<file path="src/rtl/bitwise_alu_seq.sv">
// Sequential bitwise/shift ALU: logic ops finish in one cycle, while shifts and
// rotates step one bit per cycle through a working register.
module bitwise_alu_seq #(
  parameter int WIDTH = 8,
  localparam int SHW = $clog2(WIDTH)
) (
  input  logic             clk,
  input  logic             rst_n,
  input  logic             in_valid,
  output logic             in_ready,
  input  logic [2:0]       op,
  input  logic [WIDTH-1:0] a,
  input  logic [WIDTH-1:0] b,
  input  logic [SHW-1:0]   shamt,
  output logic             out_valid,
  input  logic             out_ready,
  output logic [WIDTH-1:0] y,
  output logic             zero,
  output logic             busy
);

  typedef enum logic [1:0] {IDLE, SHIFT, DONE} state_t;

  state_t           state_reg;
  state_t           state_next;
  logic [2:0]       op_reg;
  logic [WIDTH-1:0] work_reg;
  logic [SHW-1:0]   cnt_reg;
  logic [WIDTH-1:0] y_reg;
  logic             zero_reg;

  logic             is_shift;
  logic             start_shift;
  logic             last_step;
  logic [WIDTH-1:0] imm_result;
  logic [WIDTH-1:0] rol_step;
  logic [WIDTH-1:0] step_result;

  assign is_shift    = op[2] & (op[1] | op[0]);
  assign start_shift = is_shift && (shamt != '0);
  assign last_step   = (cnt_reg == SHW'(1));

  // One-bit left rotate of the working register; bit WIDTH-1 wraps into bit 0.
  for (genvar gi = 0; gi < WIDTH; gi++) begin : g_rol
    assign rol_step[gi] = work_reg[(gi + WIDTH - 1) % WIDTH];
  end

  always_comb begin
    imm_result = '0;
    case (op)
      3'b000:  imm_result = a & b;
      3'b001:  imm_result = a | b;
      3'b010:  imm_result = a ^ b;
      3'b011:  imm_result = ~a;
      3'b100:  imm_result = ~b;
      3'b110:  imm_result = b;
      default: imm_result = a;
    endcase
  end

  always_comb begin
    step_result = '0;
    case (op_reg)
      3'b101:  step_result = work_reg << 1;
      3'b110:  step_result = work_reg >> 1;
      default: step_result = rol_step;
    endcase
  end

  always_ff @(posedge clk) begin
    if (!rst_n) begin
      state_reg <= IDLE;
    end else begin
      state_reg <= state_next;
    end
  end

  always_comb begin
    state_next = state_reg;
    case (state_reg)
      IDLE:    if (in_valid) state_next = start_shift ? SHIFT : DONE;
      SHIFT:   if (last_step) state_next = DONE;
      DONE:    if (out_ready) state_next = IDLE;
      default: state_next = IDLE;
    endcase
  end

  always_comb begin
    in_ready  = (state_reg == IDLE);
    out_valid = (state_reg == DONE);
    busy      = (state_reg != IDLE);
  end

  // y and zero are written only on completion, so they hold steady through DONE.
  always_ff @(posedge clk) begin
    if (!rst_n) begin
      op_reg   <= '0;
      work_reg <= '0;
      cnt_reg  <= '0;
      y_reg    <= '0;
      zero_reg <= 1'b0;
    end else begin
      case (state_reg)
        IDLE: begin
          if (in_valid) begin
            op_reg <= op;
            if (start_shift) begin
              work_reg <= (op == 3'b110) ? b : a;
              cnt_reg  <= shamt;
            end else begin
              y_reg    <= imm_result;
              zero_reg <= (imm_result == '0);
            end
          end
        end
        SHIFT: begin
          work_reg <= step_result;
          cnt_reg  <= cnt_reg - SHW'(1);
          if (last_step) begin
            y_reg    <= step_result;
            zero_reg <= (step_result == '0);
          end
        end
        default: ;
      endcase
    end
  end

  assign y    = y_reg;
  assign zero = zero_reg;

endmodule

</file>
<file path="config.mk">
export PLATFORM = sky130hd
export DESIGN_NAME = bitwise_alu_seq
export DESIGN_NICKNAME = d
export VERILOG_FILES = /design/src/rtl/bitwise_alu_seq.sv
export SDC_FILE = /design/constraint.sdc
export NUM_CORES = 1
export LEC_CHECK = 0
export ABC_AREA = 0
export CORE_MARGIN = 10
export CORE_UTILIZATION = 30
export CTS_BUF_LIST = sky130_fd_sc_hd__clkbuf_8 sky130_fd_sc_hd__clkbuf_16
export DETAILED_ROUTE_END_ITERATION = 8
export DONT_BUFFER_PORTS = 1
export GPL_TIMING_DRIVEN = 0
export REMOVE_ABC_BUFFERS = 1
export SYNTH_ARGS = -nofsm -noshare
export SYNTH_HDL_FRONTEND = slang
export SYNTH_SLANG_ARGS = --single-unit
</file>
<file path="constraint.sdc">
create_clock -name clk -period 2.9 [get_ports clk]
set_clock_uncertainty 0.05 [all_clocks]
set_input_delay 0.29 -clock clk [delete_from_list [all_inputs] [get_ports clk]]
set_output_delay 0.29 -clock clk [all_outputs]
set_load 0.02 [all_outputs]
</file>
Word level (Yosys, flattened, before mapping)
Index checks and enable logic that the tools add are counted.

Add/sub/neg operators: 1. Equality and inequality tests: 15. Muxes and demuxes: 22. Bitwise logic cells: 7. Reductions and logical operators: 12.

Operators by type and width (number): two-way mux 8 bit (6); case mux 8 bit (2 select lines) (3); case mux 8 bit (6 select lines) (1); logical NOT 8 bit (2); NOT 8 bit (2); equality test 3 bit (second input constant) (4); bitwise AND 8 bit (1); two-way mux 2 bit (4); OR 8 bit (1); bitwise XOR 8 bit (1); equality test 3 x 1 -> 1 bit (second input constant) (2); equality test 3 x 2 -> 1 bit (second input constant) (2); two-way mux 3 bit (2); != test 2 bit (second input constant) (3); case mux 2 bit (3 select lines) (1); case mux 3 bit (2 select lines) (1); AND reduction 3 bit (2); != test 2 x 1 -> 1 bit (second input constant) (2); AND reduction 4 bit (1); nonzero test 2 bit (2); logical NOT 3 bit (1); two-way mux 1 bit (3); nonzero test 3 bit (1); subtractor 3 x 1 -> 3 bit (second input constant) (1); 8 further kinds (8).

Register bits after elaboration: 25. Output and inout bits: 12.

Longest topological paths before layout
Gate-level depths: netlist (run 1).

Depth in word-level cells: 6. Gate-level depth with buffers: 8. Gate-level depth less buffers: 8.

Worst setup path after synthesis (run 1)
No wires, ideal clock.

Kind: input port to flip-flop. From: input a[5]. To: register zero_reg (netlist: zero). Setup time: 0.096 ns. Arrival time: 1.802 ns. Setup slack: 0.952 ns. Stages on the path: 7. Buffers on the path: 0. Cells stage by stage: inv_1 > ha_1 > a31o_2 > o22ai_1 > nand2_1 > or4b_1 > o41ai_2.

Word-level cells in the longest chain between the ends: 6. Elaborated cells on any way between the ends: 9.

Ends and longest elaborated chain: from (decl) (RTL line 12) `input logic [WIDTH-1:0] a,`; bitwise XOR 8 bit (tied with other cells) (RTL line 53) `3'b010: imm_result = a ^ b;`; case mux 8 bit (6 select lines) * (RTL line 50) `case (op)`; logical NOT 8 bit * (RTL line 112) `zero_reg <= (imm_result == '0);`; two-way mux 1 bit * (RTL line 107) `if (start_shift) begin`; two-way mux 1 bit * (RTL line 105) `if (in_valid) begin`; case mux 1 bit (2 select lines) * (RTL line 103) `case (state_reg)`; to (signal assigned) (RTL line 112); to (signal assigned) (RTL line 121) `zero_reg <= (step_result == '0);`; to (decl) (RTL line 30) `logic zero_reg;`.

Every way passes the cells marked *; elsewhere a longest branch is shown, timed or not. The select of a mux whose other input is x is not followed. A chain may end at the register's enable or synchronous reset.

Worst setup path in the final report (run 1)
From: register state_reg[0]. To: register zero_reg (netlist: zero).

Word-level cells in the longest chain between the ends: 3. Elaborated cells on any way between the ends: 8.

Ends and longest elaborated chain: from (decl) (RTL line 24) `state_t state_reg;`; from (signal assigned) (RTL line 74) `state_reg <= state_next;`; equality test 2 x 1 -> 1 bit / logical NOT 2 bit (equally long branches) (RTL line 103); != test 2 bit (no line) / nonzero test 2 bit (equally long branches); AND reduction 4 bit (no line).

Parallel ways exist; a longest one is shown, timed or not.

==> results of run 1 <==
## cells in the mapped netlist, types with 2 or more instances
cell type,count
nor2b_1,10
o31ai_1,2
a22oi_1,3
nand3_1,7
mux2_2,4
nand2b_1,5
buf_6,4
a31oi_1,2
ha_1,18
o22ai_1,2
nand2_1,40
or2_2,2
nor2_1,20
or3_1,3
nand3b_1,3
o21bai_1,2
a21boi_0,12
a21o_1,3
o211ai_1,14
a211oi_1,3
and2_1,3
a211o_1,3
buf_2,5
mux2i_1,9
clkbuf_1,10
a21oi_1,10
nor3_1,2
and3_1,3
dfxtp_1,25
o21ai_0,18
a221o_1,2
o21a_1,8
o211a_1,4
inv_1,20
## layout by cell type, fill, tap and decap left out, types with 2 or more instances in the layout
master | Yosys | routed
a211o_1 | 3 | 3
a211oi_1 | 3 | 3
a21boi_0 | 12 | 12
a21o_1 | 3 | 3
a21oi_1 | 10 | 10
a221o_1 | 2 | 2
a22oi_1 | 3 | 3
a31oi_1 | 2 | 2
and2_1 | 3 | 3
and3_1 | 3 | 3
clkbuf_8 | 0 | 3
dfxtp_1 | 25 | 25
ha_1 | 18 | 18
inv_1 | 20 | 20
mux2_2 | 4 | 4
mux2i_1 | 9 | 9
nand2_1 | 40 | 40
nand2b_1 | 5 | 5
nand3_1 | 7 | 7
nand3b_1 | 3 | 3
nor2_1 | 20 | 20
nor2b_1 | 10 | 10
o211a_1 | 4 | 4
o211ai_1 | 14 | 14
o21a_1 | 8 | 8
o21ai_0 | 18 | 18
o21bai_1 | 2 | 2
o22ai_1 | 2 | 2
o31ai_1 | 2 | 2
or2_2 | 2 | 2
or3_1 | 3 | 3
## worst max-delay path: stages, from the launching register on
cell and delay [ps]:
dfxtp_1 440, nor2b_1 1030, a221o_1 310, nand2_1 90
o41ai_2 290
## area by class of cell
| cell class | instances | area, um^2 |
|---|---|---|
| tap | 99 | 124 |
| sequential | 25 | 500 |
| inverter | 21 | 78.8 |
| clock buffer | 3 | 41.3 |
| multi-input combinational | 233 | 1570 |
| timing repair buffer | 1 | 11.3 |
| clock inverter | 1 | 5.00 |
| fill | 821 | 4960 |
## cells by family (layout without fill, tap and decap cells)
group	count (synthesis)	after routing
buffers and inverters	41	26
DFF	25	25
AOI/OAI and AO/OA	98	98
muxes	13	13
and+or+nand+nor	104	104
adders and majority gates	18	18
## power groups by stage
| stage | clock network, W | logic (W) | registers [W] |
|---|---|---|---|
| final | 0.000210 | 0.000233 | 0.000414 |
| after global routing | 0.000228 | 0.000267 | 0.000420 |
| after CTS | 0.000215 | 0.000234 | 0.000415 |
| after detailed placement | 0 | 0.000233 | 0.000423 |
| after global placement | 0 | 0.000225 | 0.000422 |
| after floorplan | 0 | 0.000188 | 0.000413 |
## final timing paths
| path | slack (ps) | startpoint | end | cells past startpoint |
|---|---|---|---|---|
| max | 610 | state_reg[0]$_SDFFE_PN0P_ | zero$_SDFFE_PN0P_ | 4 |
| min | 80 | rst_n | work_reg[1]$_SDFFE_PN0P_ | 1 |
| max reg2reg | 610 | state_reg[0]$_SDFFE_PN0P_ | zero$_SDFFE_PN0P_ | 4 |
| min reg2reg | 460 | op_reg[0]$_SDFFE_PN0P_ | op_reg[0]$_SDFFE_PN0P_ | 2 |
## metal layers
metal	GRT usage	wire (um)	up-vias
li1	-	-	1037
met1	0.142	2820	936
met2	0.168	2690	42
met3	0.0293	430	4
met4	0.0193	41	0
met5	0	0	-
## metrics by stage
step	utilization	setup TNS [ps]	hold WS (ps)	total power, W
after detailed placement	0.313	0	368	0.000656
after floorplan	-	0	357	0.000600
final	0.320	0	83.8	0.000857
after CTS	0.320	0	80.7	0.000864
after global placement	0.311	-2220	363	0.000647
after global routing	0.320	0	71.3	0.000915
==> impl_metrics.py, run 1 <==
metrics = {
    "run_status": {
        "status": "finished clean",
    },
    "synth": {
        "yosysUniqueCellTypes": 52,
        "synthAdderAreaFrac": 0.0998,
        "synth_xor_xnor_area_share": 0,
        "synth_compound_area_frac": 0.312,
        "async_reset_ff_frac": 0,
        "synth_seq_cells": 25,
        "synth_area_per_cell_um2": 7.55,
        "synth_seq_area_share": 0.222,
        "yosysTopAreaCellShare": 0.222,
        "synth-simple-area-share": 0.222,
        "synth_top_area_cell": "dfxtp_1",
        "muxShareOfSynthArea": 0.0599,
        "synth_area_um2": 2260,
        "synth-edff-count": 0,
        "ys_warn_count": 0,
        "synth_top_family_by_area": "compound AO/OA/AOI/OAI gates",
        "syn_inst": 299,
        "ys.flop_type": "dfxtp_1",
        "yosys-top-cells-area": "dfxtp_1 (22%), ha_1 (10%), nand2_1 (6.7%)",
    },
    "global_route": {
        "first_global_vias": 1978,
        "gr-total-overflow": 0,
        "antenna_found_initial": 0,
        "grtUsageTotal": 0.106,
        "grt_max_degree": 37,
        "grt_pass1_wl_mm": 10.2,
    },
    "die": {
        "chipHeight_um": 107,
        "die-area_um2": 11400,
        "start_util": 0.310,
        "die-width_um": 107,
        "io_pins": 38,
        "core_area_um2": 7290,
        "fp-row-count": 31,
    },
    "routing": {
        "final_antenna_net_count": 0,
        "drt-wirelength-per-cell_um": 15.6,
        "drcViolationCount": 0,
        "dr.first_iter.drc_count": 118,
        "viasPerCell": 5.27,
        "drt_wl_total_mm": 5.98,
        "firstDrtPassIters": 4,
        "vias": 2019,
    },
    "cts": {
        "cts_hold_buf": 0,
        "cts_made_buffers": 3,
        "clock-sinks": 25,
        "htree_levels": 1,
        "cts_buffer_depth": 2,
        "clkTransAtPathRegs_ps": 90,
        "insertion_delay_ps": 270,
        "cts_resized": 0,
        "cts_tree": "done",
        "cts_root_buf": "clkbuf_8",
        "postCtsSetupRepairBufs": 0,
    },
    "pwr": {
        "switching_share": 0.330,
        "internal-power_w": 0.000574,
        "power.density_nw_per_um2": 367,
        "p_switching_w": 0.000282,
        "power.leakage_nw": 1.01,
        "pwr-share-clk": 0.245,
        "power.share.sequential": 0.483,
        "ir_drop_mv": 0.173,
        "pwr-share-comb": 0.272,
    },
    "flow_run": {
        "maxCapViolations": 0,
    },
    "sta": {
        "setup_viol": 0,
        "fin_crit_sh": 0.790,
        "hold_viol_final": 0,
        "achievable-frequency_mhz": 436,
        "rsz0062_at_grt": "false",
        "post-route-min-period_ps": 2290,
        "worst_pin_slew_ps": 1280,
        "worst_slack_ps": 608,
        "slew_viol_final": 0,
        "relSlewSlack": 0.145,
    },
    "placement": {
        "io_buffers": 0,
        "pre_cts_ws_ps": 651,
        "place_congestion": 0.859,
        "placed_area_um2": 2290,
        "post-place-cells": 379,
        "place_hpwl_mm": 4.62,
    },
    "setup_path": {
        "cp.required_ps": 3040,
        "crit_fanout": 18,
        "crit_arrival_ps": 2430,
        "end_kind": "flop",
        "crit_type": "reg -> reg",
        "start_kind": "flop",
    },
    "finish": {
        "area_delta_synth_final_pct": 3.33,
        "layout.nets": 329,
        "finalInstanceArea_um2": 2330,
        "stdcell_count": 383,
        "antenna_cells": 0,
        "drive_gt1_frac": 0.0599,
    },
    "worst_hold_path": {
        "hold_path_class": "in -> reg",
    },
}
Note: power is estimated with default switching activity, not from simulation.
==> run 2, diff against run 1 <==
Clock period 2.9 ns to 1.9 ns, I/O delays scaled along.
==> impl_metrics.py, run 2 (same netlist as run 1, synthesis figures left out) <==
metrics = {
    "run_status": {
        "status": "finished clean",
    },
    "routing": {
        "drt-wirelength-per-cell_um": 16.0,
        "firstDrtPassIters": 4,
        "dr.first_iter.drc_count": 89,
        "vias": 2046,
        "drcViolationCount": 0,
        "viasPerCell": 5.29,
        "final_antenna_net_count": 0,
        "drt_wl_total_mm": 6.18,
    },
    "sta": {
        "fin_crit_sh": 0.940,
        "hold_viol_final": 0,
        "achievable-frequency_mhz": 560,
        "post-route-min-period_ps": 1790,
        "worst_pin_slew_ps": 541,
        "slew_viol_final": 0,
        "worst_slack_ps": 114,
        "relSlewSlack": 0.635,
        "rsz0062_at_grt": "false",
        "setup_viol": 0,
    },
    "pwr": {
        "internal-power_w": 0.000893,
        "power.leakage_nw": 1.04,
        "power.density_nw_per_um2": 551,
        "pwr-share-comb": 0.286,
        "ir_drop_mv": 0.268,
        "p_switching_w": 0.000443,
        "power.share.sequential": 0.475,
        "p_total_w": 0.00134,
        "switching_share": 0.331,
        "pwr-share-clk": 0.239,
    },
    "placement": {
        "io_buffers": 0,
        "pre_cts_ws_ps": -349,
        "place_hpwl_mm": 4.62,
        "place_congestion": 0.859,
    },
    "setup_path": {
        "end_kind": "flop",
        "ff2ff_setup_slack_ps": 110,
        "crit_fanout": 18,
        "crit_type": "reg -> reg",
        "start_kind": "flop",
        "worst_r2r_endpoint": "zero$_SDFFE_PN0P_",
        "rr_startpoint": "state_reg[0]$_SDFFE_PN0P_",
        "crit_arrival_ps": 1920,
        "cp.required_ps": 2030,
        "r2r_cells": 5,
    },
    "cts": {
        "htree_levels": 1,
        "cts_buffer_depth": 2,
        "clock-sinks": 25,
        "clkTransAtPathRegs_ps": 90,
        "cts_root_buf": "clkbuf_8",
        "insertion_delay_ps": 270,
        "cts_made_buffers": 3,
        "cts_tree": "done",
    },
    "global_route": {
        "grtUsageTotal": 0.108,
        "grt_pass1_wl_mm": 10.4,
        "antenna_found_initial": 0,
        "gr-total-overflow": 0,
        "grt_max_degree": 37,
        "first_global_vias": 2011,
    },
    "die": {
        "die-width_um": 107,
        "io_pins": 38,
        "chipHeight_um": 107,
        "start_util": 0.310,
        "die-area_um2": 11400,
        "core_area_um2": 7290,
        "fp-row-count": 31,
    },
    "finish": {
        "antenna_cells": 0,
        "area_delta_synth_final_pct": 7.32,
        "final_cell_mix": "nand2_1 (40), dfxtp_1 (23), inv_1 (20), nor2_1 (20)",
        "final_common_cell": "nand2_1",
        "layout.nets": 333,
        "drive_gt1_frac": 0.0972,
    },
    "worst_hold_path": {
        "hold_path_class": "in -> reg",
        "min_from": "rst_n",
        "hold_path_depth": 1,
        "min_to": "y[3]$_SDFFE_PN0P_",
    },
    "flow_run": {
        "maxCapViolations": 0,
    },
}
[run 2: layer usage]
metal	GRT usage	part of all wire	vias up
li1	-	-	1044
met1	0.143	0.46	960
met2	0.172	0.46	40
met3	0.0287	0.076	2
met4	0.0193	0.0053	0
met5	0	0	-
[run 2: worst max-delay path, cell delays in order, from the launching register on]
cell and delay [ps]:
dfxtp_2 360, nor2b_4 200, a31oi_4 160, nand2_1 100, or4b_4 550, o41ai_2 270
[run 2: worst max-delay path by stage]
stage	start	end	slack, ps	depth (start not counted)
after floorplan	op[0]	work_reg[2]$_SDFFE_PN0P_	-300	6
after global placement	op[0]	work_reg[1]$_SDFFE_PN0P_	-1250	6
after detailed placement	state_reg[0]$_SDFFE_PN0P_	zero$_SDFFE_PN0P_	-350	4
after CTS	cnt_reg[1]$_SDFFE_PN0P_	y[1]$_SDFFE_PN0P_	20	7
after global routing	op_reg[1]$_SDFFE_PN0P_	y[6]$_SDFFE_PN0P_	1	5
final	state_reg[0]$_SDFFE_PN0P_	zero$_SDFFE_PN0P_	110	5
[run 2: per-stage QoR]
stage | setup TNS (ps) | cells | hold slack [ps] | util | instance area [um^2]
CTS | 0 | 384 | 8.56 | 0.324 | 2360
global route | 0 | 387 | 3.82 | 0.332 | 2420
floorplan | -2420 | 279 | 257 | - | 2150
global placement | -13430 | 378 | 263 | 0.311 | 2270
finish | 0 | 387 | 15.9 | 0.332 | 2420
detailed placement | -2490 | 379 | 268 | 0.313 | 2290
[run 2: timing repair]
item,CTS,global route
pin swaps,0,1
cloned,0,0
setup endpoints to repair,15,6
hold endpoints to repair,9,0
resized for setup,7,6
hold buffers,1,0
buffers inserted,0,3
[run 2: area by class of cell]
class,count,area [um^2]
fillers,803,4870
multi-input cells,233,1620
flip-flops and latches,25,505
well taps,99,124
inverters,21,78.8
repair buffers,5,43.8
clock buffers,3,41.3
clock inverters,1,5.00
[run 2: power by group through the flow]
stage	sequential (W)	clock, W	combinational [W]
finish	0.000634	0.000320	0.000382
detailed placement	0.000645	0	0.000356
global placement	0.000644	0	0.000344
global route	0.000644	0.000347	0.000435
CTS	0.000635	0.000328	0.000366
floorplan	0.000630	0	0.000286
==> run 3, diff against run 2 <==
Settings changed: CORE_UTILIZATION 30 to 50, PLACE_DENSITY set to 0.68.
==> impl_metrics.py, run 3 (same netlist as run 1, synthesis figures left out) <==
metrics = {
    "run_status": {
        "status": "finished clean",
    },
    "die": {
        "die-width_um": 87.2,
        "die-area_um2": 7600,
        "chipHeight_um": 87.2,
        "start_util": 0.518,
        "io_pins": 38,
        "core_area_um2": 4350,
        "fp-row-count": 24,
    },
    "sta": {
        "rsz0062_at_grt": "false",
        "hold_viol_final": 0,
        "tns_ps": 0,
        "fin_crit_sh": 0.942,
        "worst_pin_slew_ps": 646,
        "slew_viol_final": 0,
        "post-route-min-period_ps": 1790,
        "relSlewSlack": 0.567,
        "achievable-frequency_mhz": 559,
        "setup_viol": 0,
    },
    "pwr": {
        "internal-power_w": 0.000901,
        "p_switching_w": 0.000449,
        "switching_share": 0.332,
        "ir_drop_mv": 0.338,
        "power.leakage_nw": 1.08,
        "pwr-share-comb": 0.287,
        "pwr-share-clk": 0.244,
        "power.density_nw_per_um2": 559,
        "power.share.sequential": 0.469,
    },
    "setup_path": {
        "crit_arrival_ps": 1920,
        "worst-path-buf-inv": 1,
        "crit_chain": "nor3_2 -> buf_6 -> o211ai_1 -> o211a_1 -> o21a_1",
        "ff2ff_setup_slack_ps": 110,
        "critPathSlowestCell": "nor3_2",
        "cp.required_ps": 2030,
        "crit_type": "reg -> reg",
        "crit_family": "simple AND/OR/NAND/NOR gates",
        "slowest_delay_ps": 570,
        "start_kind": "flop",
        "end_kind": "flop",
        "crit_fanout": 11,
    },
    "cts": {
        "htree_levels": 1,
        "cts_made_buffers": 3,
        "clock-sinks": 25,
        "cts_tree": "done",
        "clkTransAtPathRegs_ps": 90,
        "cts_buffer_depth": 2,
        "cts_root_buf": "clkbuf_8",
        "insertion_delay_ps": 280,
    },
    "finish": {
        "drive_gt1_frac": 0.114,
        "fill_cells": 414,
        "layout.nets": 343,
        "antenna_cells": 0,
        "multiInputGateArea_um2": 1600,
        "final_cell_mix": "nand2_1 (40), dfxtp_1 (23), inv_1 (20), nor2_1 (20)",
        "area_delta_synth_final_pct": 7.04,
        "final_common_cell": "nand2_1",
        "stdcell_count": 350,
        "seqCellArea_um2": 505,
    },
    "routing": {
        "final_antenna_net_count": 0,
        "vias": 2064,
        "drcViolationCount": 0,
        "viasPerCell": 5.90,
        "dr.first_iter.drc_count": 128,
        "drt-wirelength-per-cell_um": 16.5,
        "firstDrtPassIters": 4,
        "drt_wl_total_mm": 5.77,
    },
    "placement": {
        "place_congestion": 0.792,
        "post-place-cells": 332,
        "io_buffers": 0,
        "place_hpwl_mm": 4.05,
    },
    "global_route": {
        "antenna_found_initial": 0,
        "gr-total-overflow": 0,
        "grt_pass1_wl_mm": 9.50,
        "grt_max_degree": 37,
        "first_global_vias": 1920,
        "grtUsageTotal": 0.151,
    },
    "worst_hold_path": {
        "hold_path_class": "in -> reg",
    },
    "flow_run": {
        "maxCapViolations": 0,
    },
}
==> run 3: path summary, 6_finish.rpt <==
path | start | end | depth (start not counted)
worst max-delay path | state_reg[1]$_SDFFE_PN0P_ | work_reg[1]$_SDFFE_PN0P_ | 5
worst min-delay path | rst_n | y[0]$_SDFFE_PN0P_ | 1
worst max register to register | state_reg[1]$_SDFFE_PN0P_ | work_reg[1]$_SDFFE_PN0P_ | 5
worst min register to register | op_reg[2]$_SDFFE_PN0P_ | op_reg[2]$_SDFFE_PN0P_ | 2
==> run 3: power by group through the flow <==
stage | Combinational (W) | Clock [W] | Sequential [W]
2_1_floorplan | 0.000286 | 0 | 0.000630
3_3_place_gp | 0.000340 | 0 | 0.000643
6_report | 0.000387 | 0.000329 | 0.000634
5_1_grt | 0.000438 | 0.000355 | 0.000642
3_5_place_dp | 0.000351 | 0 | 0.000644
4_1_cts | 0.000364 | 0.000333 | 0.000634
==> run 3: what timing repair did <==
item,in CTS,in global routing
endpoints found under the setup margin,16,3
gates cloned,0,0
endpoints found under the hold margin,11,1
hold buffers,2,1
setup buffers,0,11
pin swaps,0,2
gates resized for setup,5,4
==> run 3: routing by layer <==
| metal | up-vias | share of wire | GRT usage |
|---|---|---|---|
| li1 | 1053 | - | - |
| met1 | 965 | 0.45 | 0.194 |
| met2 | 42 | 0.48 | 0.245 |
| met3 | 4 | 0.060 | 0.0403 |
| met4 | 0 | 0.0092 | 0.0319 |
| met5 | - | 0 | 0 |
==> run 3: metrics by stage <==
stage	cell area [um^2]	utilization	setup WS [ps]	hold WS (ps)	total power [W]
global route	2420	0.555	9.00	1.66	0.00143
global placement	2210	0.508	-1120	262	0.000983
detailed placement	2230	0.511	-387	263	0.000996
floorplan	2150	-	-296	257	0.000916
CTS	2310	0.531	16.9	5.10	0.00133
finish	2420	0.555	110	5.72	0.00135
==> run 3: final cells by class <==
| type | count | area share |
|---|---|---|
| clock buffers | 3 | 0.0171 |
| clock inverters | 1 | 0.00207 |
| inverters | 21 | 0.0326 |
| multi-input cells | 233 | 0.661 |
| flip-flops and latches | 25 | 0.209 |
| well taps | 52 | 0.0269 |
| repair buffers | 15 | 0.0513 |
